### src/rtl/led_rgb_sequencer.sv
// led_rgb_sequencer
// Walks a small writable table of RGB colour entries. Each channel's duty
// ramps linearly toward the active entry's target, at most STEP per tick.
// Once all three channels reach their targets, the entry's hold time elapses
// and the sequence advances to the next entry.
//
// Ports:
//   CLK, nRST          sole clock, asynchronous active-low reset
//   Start / Stop       single-cycle pulses; Stop wins when both are high
//   WrEn, WrAddr       table write strobe and entry address
//   WrColor            {B,G,R} target duties, WrHold hold length in ticks
//   LastIdx            index of the final entry (sampled continuously)
//   RDuty/GDuty/BDuty  registered duties to the PWM compare inputs
//   EntryIdx           active entry
//   Busy               high while fading or holding
//   Done               sequence-complete level
//
// Build option LED_SEQ_LOOP_EN: when defined, the sequence wraps to entry 0
// after the last entry instead of stopping, and Done is tied low.
//
// state | meaning
// IDLE  | stopped, duties 0, waiting for Start
// FADE  | stepping duties toward the active entry's target once per tick
// HOLD  | targets reached, counting hold ticks
// DONE  | sequence finished, duties frozen (not built with LED_SEQ_LOOP_EN)
module led_rgb_sequencer #(
    parameter int DW      = 16,
    parameter int DEPTH   = 8,
    parameter int AW      = 3,
    parameter int TICKDIV = 1000,
    parameter int STEP    = 64
) (
    input  logic            CLK,
    input  logic            nRST,
    input  logic            Start,
    input  logic            Stop,
    input  logic            WrEn,
    input  logic [AW-1:0]   WrAddr,
    input  logic [3*DW-1:0] WrColor,
    input  logic [15:0]     WrHold,
    input  logic [AW-1:0]   LastIdx,
    output logic [DW-1:0]   RDuty,
    output logic [DW-1:0]   GDuty,
    output logic [DW-1:0]   BDuty,
    output logic [AW-1:0]   EntryIdx,
    output logic            Busy,
    output logic            Done
);

    localparam int            TW        = $clog2(TICKDIV);
    localparam logic [TW-1:0] TICK_LAST = TW'(TICKDIV - 1);
    localparam logic [DW-1:0] STEP_V    = DW'(STEP);

`ifdef LED_SEQ_LOOP_EN
    typedef enum logic [1:0] {ST_IDLE, ST_FADE, ST_HOLD} state_t;
`else
    typedef enum logic [1:0] {ST_IDLE, ST_FADE, ST_HOLD, ST_DONE} state_t;
`endif

    // Table storage carries no reset; it is always written before use.
    logic [3*DW-1:0] color_mem [DEPTH];
    logic [15:0]     hold_mem  [DEPTH];

    always_ff @(posedge CLK) begin
        if (WrEn) begin
            color_mem[WrAddr] <= WrColor;
            hold_mem[WrAddr]  <= WrHold;
        end
    end

    state_t        state_q, state_d;
    logic [TW-1:0] cnt_q, cnt_d;
    logic [15:0]   hold_cnt_q, hold_cnt_d;
    logic [DW-1:0] r_q, r_d, g_q, g_d, b_q, b_d;
    logic [AW-1:0] idx_q, idx_d;
    logic          busy_q, busy_d;
    logic          done_q, done_d;

    logic [3*DW-1:0] tgt;
    logic [15:0]     hold_tgt;
    logic            tick;

    // Asynchronous read: a same-cycle write to this entry lands at the edge,
    // so the current cycle still sees the old contents.
    assign tgt      = color_mem[idx_q];
    assign hold_tgt = hold_mem[idx_q];
    assign tick     = (cnt_q == TICK_LAST);

    function automatic logic [DW-1:0] step_toward(input logic [DW-1:0] cur,
                                                  input logic [DW-1:0] goal);
        logic [DW-1:0] diff;
        if (goal > cur) begin
            diff        = goal - cur;
            step_toward = (diff > STEP_V) ? cur + STEP_V : goal;
        end else begin
            diff        = cur - goal;
            step_toward = (diff > STEP_V) ? cur - STEP_V : goal;
        end
    endfunction

    always_comb begin
        state_d    = state_q;
        cnt_d      = cnt_q;
        hold_cnt_d = hold_cnt_q;
        r_d        = r_q;
        g_d        = g_q;
        b_d        = b_q;
        idx_d      = idx_q;
        done_d     = done_q;

        if (Stop) begin
            state_d = ST_IDLE;
            cnt_d   = '0;
            r_d     = '0;
            g_d     = '0;
            b_d     = '0;
            idx_d   = '0;
            done_d  = 1'b0;
        end else begin
            unique case (state_q)
                ST_FADE: begin
                    cnt_d = tick ? '0 : cnt_q + TW'(1);
                    if (tick) begin
                        r_d = step_toward(r_q, tgt[DW-1:0]);
                        g_d = step_toward(g_q, tgt[2*DW-1:DW]);
                        b_d = step_toward(b_q, tgt[3*DW-1:2*DW]);
                        if (r_d == tgt[DW-1:0] && g_d == tgt[2*DW-1:DW] &&
                            b_d == tgt[3*DW-1:2*DW]) begin
                            state_d    = ST_HOLD;
                            hold_cnt_d = '0;
                        end
                    end
                end
                ST_HOLD: begin
                    cnt_d = tick ? '0 : cnt_q + TW'(1);
                    if (tick) begin
                        if (hold_cnt_q != hold_tgt) begin
                            hold_cnt_d = hold_cnt_q + 16'd1;
                        end else if (idx_q < LastIdx) begin
                            idx_d   = idx_q + AW'(1);
                            state_d = ST_FADE;
                        end else begin
`ifdef LED_SEQ_LOOP_EN
                            idx_d   = '0;
                            state_d = ST_FADE;
`else
                            state_d = ST_DONE;
                            cnt_d   = '0;
                            done_d  = 1'b1;
`endif
                        end
                    end
                end
                default: begin
                    // IDLE and DONE: wait for Start; duties keep their values.
                    if (Start) begin
                        state_d = ST_FADE;
                        cnt_d   = '0;
                        idx_d   = '0;
                        done_d  = 1'b0;
                    end
                end
            endcase
        end

        busy_d = (state_d == ST_FADE) || (state_d == ST_HOLD);
    end

    always_ff @(posedge CLK or negedge nRST) begin
        if (!nRST) begin
            state_q    <= ST_IDLE;
            cnt_q      <= '0;
            hold_cnt_q <= '0;
            r_q        <= '0;
            g_q        <= '0;
            b_q        <= '0;
            idx_q      <= '0;
            busy_q     <= 1'b0;
            done_q     <= 1'b0;
        end else begin
            state_q    <= state_d;
            cnt_q      <= cnt_d;
            hold_cnt_q <= hold_cnt_d;
            r_q        <= r_d;
            g_q        <= g_d;
            b_q        <= b_d;
            idx_q      <= idx_d;
            busy_q     <= busy_d;
            done_q     <= done_d;
        end
    end

    assign RDuty    = r_q;
    assign GDuty    = g_q;
    assign BDuty    = b_q;
    assign EntryIdx = idx_q;
    assign Busy     = busy_q;
`ifdef LED_SEQ_LOOP_EN
    assign Done     = 1'b0;
`else
    assign Done     = done_q;
`endif

endmodule

### config.mk
export PLATFORM = sky130hd
export DESIGN_NAME = led_rgb_sequencer
export DESIGN_NICKNAME = d
export VERILOG_FILES = /design/src/rtl/led_rgb_sequencer.sv
export SDC_FILE = /design/constraint.sdc
export NUM_CORES = 1
export LEC_CHECK = 0
export CORE_ASPECT_RATIO = 0.5
export CORE_MARGIN = 3
export CORE_UTILIZATION = 56
export DETAILED_ROUTE_END_ITERATION = 12
export HOLD_SLACK_MARGIN = 0.02
export PLACE_DENSITY = 0.77
export SETUP_SLACK_MARGIN = 0.05
export SYNTH_ARGS = -nofsm -noshare
export SYNTH_HDL_FRONTEND = slang
export SYNTH_SLANG_ARGS = --single-unit
### constraint.sdc
create_clock -name CLK -period 6.65 [get_ports CLK]
set_input_delay 1.33 -clock CLK [delete_from_list [all_inputs] [get_ports CLK]]
set_output_delay 1.33 -clock CLK [all_outputs]
set_load 0.005 [all_outputs]
==> metrics.yaml <==
run_status:
  status: "finished clean"
synth:
  synth.net_count: 2531
  synth_top_family_by_area: "multiplexers"
  synth-simple-area-share_pct: 9.86
  synth.avg_cell_area_um2: 13.1
  ys_warn_count: 0
  synth-seq-cells: 593
  netlist_area_mm2: 0.0308
  synthMuxAreaShare_pct: 10.9
  synth_edf_count: 512
  synth_largest_area_cell: "edfxtp_1"
  synth_area_leaders: "edfxtp_1, mux4_2, dfrtp_1"
  synth_top_area_share_pct: 49.9
  synthXorXnorAreaFrac_pct: 5.03
  synthArstFlopShare_pct: 13.7
  synth_compound_area_share_pct: 9.87
  synthCells: 2345
  yosys.area_share.adder_pct: 4.58
  ys_types: 91
  yosysSeqAreaShare_pct: 56.5
  synth-main-ff-cell: "edfxtp_1"
finish:
  fin_util_pct: 65.3
  area_delta_synth_final_pct: 14.6
  layout-drive-gt1-share_pct: 15.2
  fin_nets: 2722
sta:
  finalHoldViolCount: 0
  relSlewSlack_pct: 18.3
  finalClockSkew_ns: 0.0143
  tightestPinTransition_ns: 1.23
  fmax_mhz: 157
  min_period_ns: 6.37
  finalCritPeriodShare_pct: 95.8
  setup_tns_ns: 0
  rsz0062_at_grt: "false"
  setup_viol: 0
  slew_violations: 0
place:
  gp_congestion: 0.958
  dp_hpwl_um: 53600
  io_buffers: 127
critical_path:
  worstSetupEndpointType: "flip-flop"
  crit_path_cell_trace: "buf_12 -> mux4_2 -> mux2i_2 -> inv_1 -> ha_1 -> buf_4 -> a21oi_1 -> o21ai_0 -> a211oi_1 -> a21o_1 -> o221ai_1 -> nor4_2 -> a21oi_1 -> a32o_1 -> or4_1 -> or4b_4 -> o31a_1 -> buf_4 -> nor3_1 -> a211o_1"
  critPathSlowestCell: "dfrtp_4"
  cp.required_ns: 7.18
  slowest_delay_ns: 0.59
  path_buf_inv: 4
  start_kind: "flip-flop"
  rrSetupSlack_ns: 0.28
  cpLargestDelayFamily: "compound AO/OA/AOI/OAI gates"
  critPathMaxFanout: 23
  crit_type: "reg2reg"
  cp_data_arrival_time_ns: 6.91
cts:
  cts-root-buf: "clkbuf_16"
  cts_made_buffers: 51
  insertion_delay_ns: 0.60
  cts.clk_slew.worst_paths_ns: 0.07
  cts-htree-levels: 2
  cts_tree: "built"
  clockBufferDepth: 3
  cts_sinks: 593
global_routing:
  antenna_found_initial: 6
  grt_usage_pct: 28.0
  first_global_vias: 20658
  grt_overflow: 0
  grt_first_pass_wirelength_um: 124000
  grt_start_max_net_pins: 65
min_path:
  hold_path_class: "reg2reg"
routing:
  ant_nets: 0
  viasPerCell: 6.39
  routedWlPerCell_um: 24.7
  vias: 21028
  first_iter_violations: 2562
  wl_um: 81200
  drc: 0
  firstDrtPassIters: 5
power:
  power.density_mw_per_mm2: 229
  ir_drop_mv: 0.229
  leakagePower_uw: 0.0127
run:
  drv_cap: 0
floorplanning:
  row_count: 60
  io-pin-count: 128
  fp.dieW_um: 338
  die-area_mm2: 0.0580
  core_mm2: 0.0541
  die_h_um: 172
  start_util_pct: 57.0
[cell families (layout without fill, tap and decap cells)]
family | count (synthesis) | after routing
other cells | 0 | 2
simple gates | 603 | 603
flops | 593 | 593
mux | 176 | 176
compound gates | 448 | 448
buf+inv | 237 | 470
fa+ha+maj | 111 | 111
xor+xnor | 177 | 177
[metrics by stage]
stage | cell area (um^2) | total power (uW) | setup WS, ns | hold WS, ns | std cells
6_report | 35300 | 8090 | 0.279 | 0.516 | 3293
5_1_grt | 35300 | 8340 | 0.0265 | 0.547 | 3293
4_1_cts | 35200 | 8100 | 0.116 | 0.522 | 3286
3_5_place_dp | 33500 | 5000 | 0.179 | 0.500 | 3191
3_3_place_gp | 33500 | 4970 | 0.293 | 0.499 | 3191
2_1_floorplan | 30800 | 4710 | 0.0529 | 0.461 | 2345
[cell usage after synthesis, types with 24 or more instances]
library cell and count:
nor2_1 79, a21o_1 26, xor2_1 32, nand2_1 201, nand4_1 34, clkbuf_1 61, and3_1 29, mux2i_1 45
inv_1 121, nand3_1 72, ha_1 108, and2_1 24, mux4_2 128, edfxtp_1 512, xnor2_1 145, dfrtp_1 81
a21oi_1 107, buf_2 33, nor3_1 42, o21ai_0 97
[per-layer routing]
metal  vias up  track usage, %  share of wire, %
li1       9335               -                 -
met1     10555            40.4                41
met2       999            45.3                48
met3       137            4.70               8.9
met4         2            6.41               2.0
met5         -               0             0.016
[worst reg2reg max path: stages (launching register included)]
cell and delay [ns]:
dfrtp_4 0.59, buf_12 0.27, mux4_2 0.56, mux2i_2 0.25
inv_1 0.10, ha_1 0.42, buf_4 0.22, a21oi_1 0.23
o21ai_0 0.18, a211oi_1 0.34, a21o_1 0.16, o221ai_1 0.13
nor4_2 0.38, a21oi_1 0.15, a32o_1 0.29, or4_1 0.52
or4b_4 0.59, o31a_1 0.35, buf_4 0.19, nor3_1 0.25
a211o_1 0.14
[layout make-up]
cell class	instances	area, um^2
fill	3856	18700
multi-input combinational	1515	12500
clock buffer	67	1430
inverter	123	462
sequential	593	17400
timing repair buffer	252	2280
clock inverter	28	333
tap	713	892
antenna	2	5.00
[placed cells by master (no fill, tap or decap), types with 52 or more instances in the layout]
| master | netlist | final |
|---|---|---|
| clkdlybuf4s50_1 | 0 | 126 |
| nand2_1 | 201 | 201 |
| ha_1 | 108 | 106 |
| nand3_1 | 72 | 72 |
| edfxtp_1 | 512 | 512 |
| dfrtp_1 | 81 | 78 |
| inv_1 | 121 | 120 |
| buf_4 | 6 | 120 |
| xnor2_1 | 145 | 145 |
| a21oi_1 | 107 | 106 |
| mux4_2 | 128 | 128 |
| nor2_1 | 79 | 73 |
| clkbuf_16 | 0 | 52 |
| o21ai_0 | 97 | 97 |
[path summary, 6_finish.rpt]
path	start	endpoint	cells past startpoint
setup / recovery	EntryIdx[1]$_DFFE_PN0P_	hold_cnt_q[12]$_DFFE_PN0P_	20
hold / removal	GDuty[15]$_DFFE_PN0P_	GDuty[15]$_DFFE_PN0P_	2
setup reg to reg	EntryIdx[1]$_DFFE_PN0P_	hold_cnt_q[12]$_DFFE_PN0P_	20
hold reg to reg	GDuty[15]$_DFFE_PN0P_	GDuty[15]$_DFFE_PN0P_	2
max in group asynchronous	nRST	EntryIdx[1]$_DFFE_PN0P_	2
min in group asynchronous	nRST	GDuty[13]$_DFFE_PN0P_	1
[repair_timing]
item,CTS,global route
hold buffers,0,0
resized for setup,0,10
setup endpoints to repair,0,19
buffers inserted,0,5
[flip-flops by register name, indices dropped and copies added, names as in the netlist, 3 cells and up]
register	cells
BDuty	16
EntryIdx	3
GDuty	16
RDuty	16
cnt_q	10
color_mem	384
hold_cnt_q	16
hold_mem	128
[report_power, final]
group | switching, uW | internal (uW) | total, uW
sequential | 76.2 | 4180 | 4260
combinational | 428 | 267 | 695
clock | 1400 | 1730 | 3140
total | 1910 | 6180 | 8090
(Power assumes the default switching activity.)
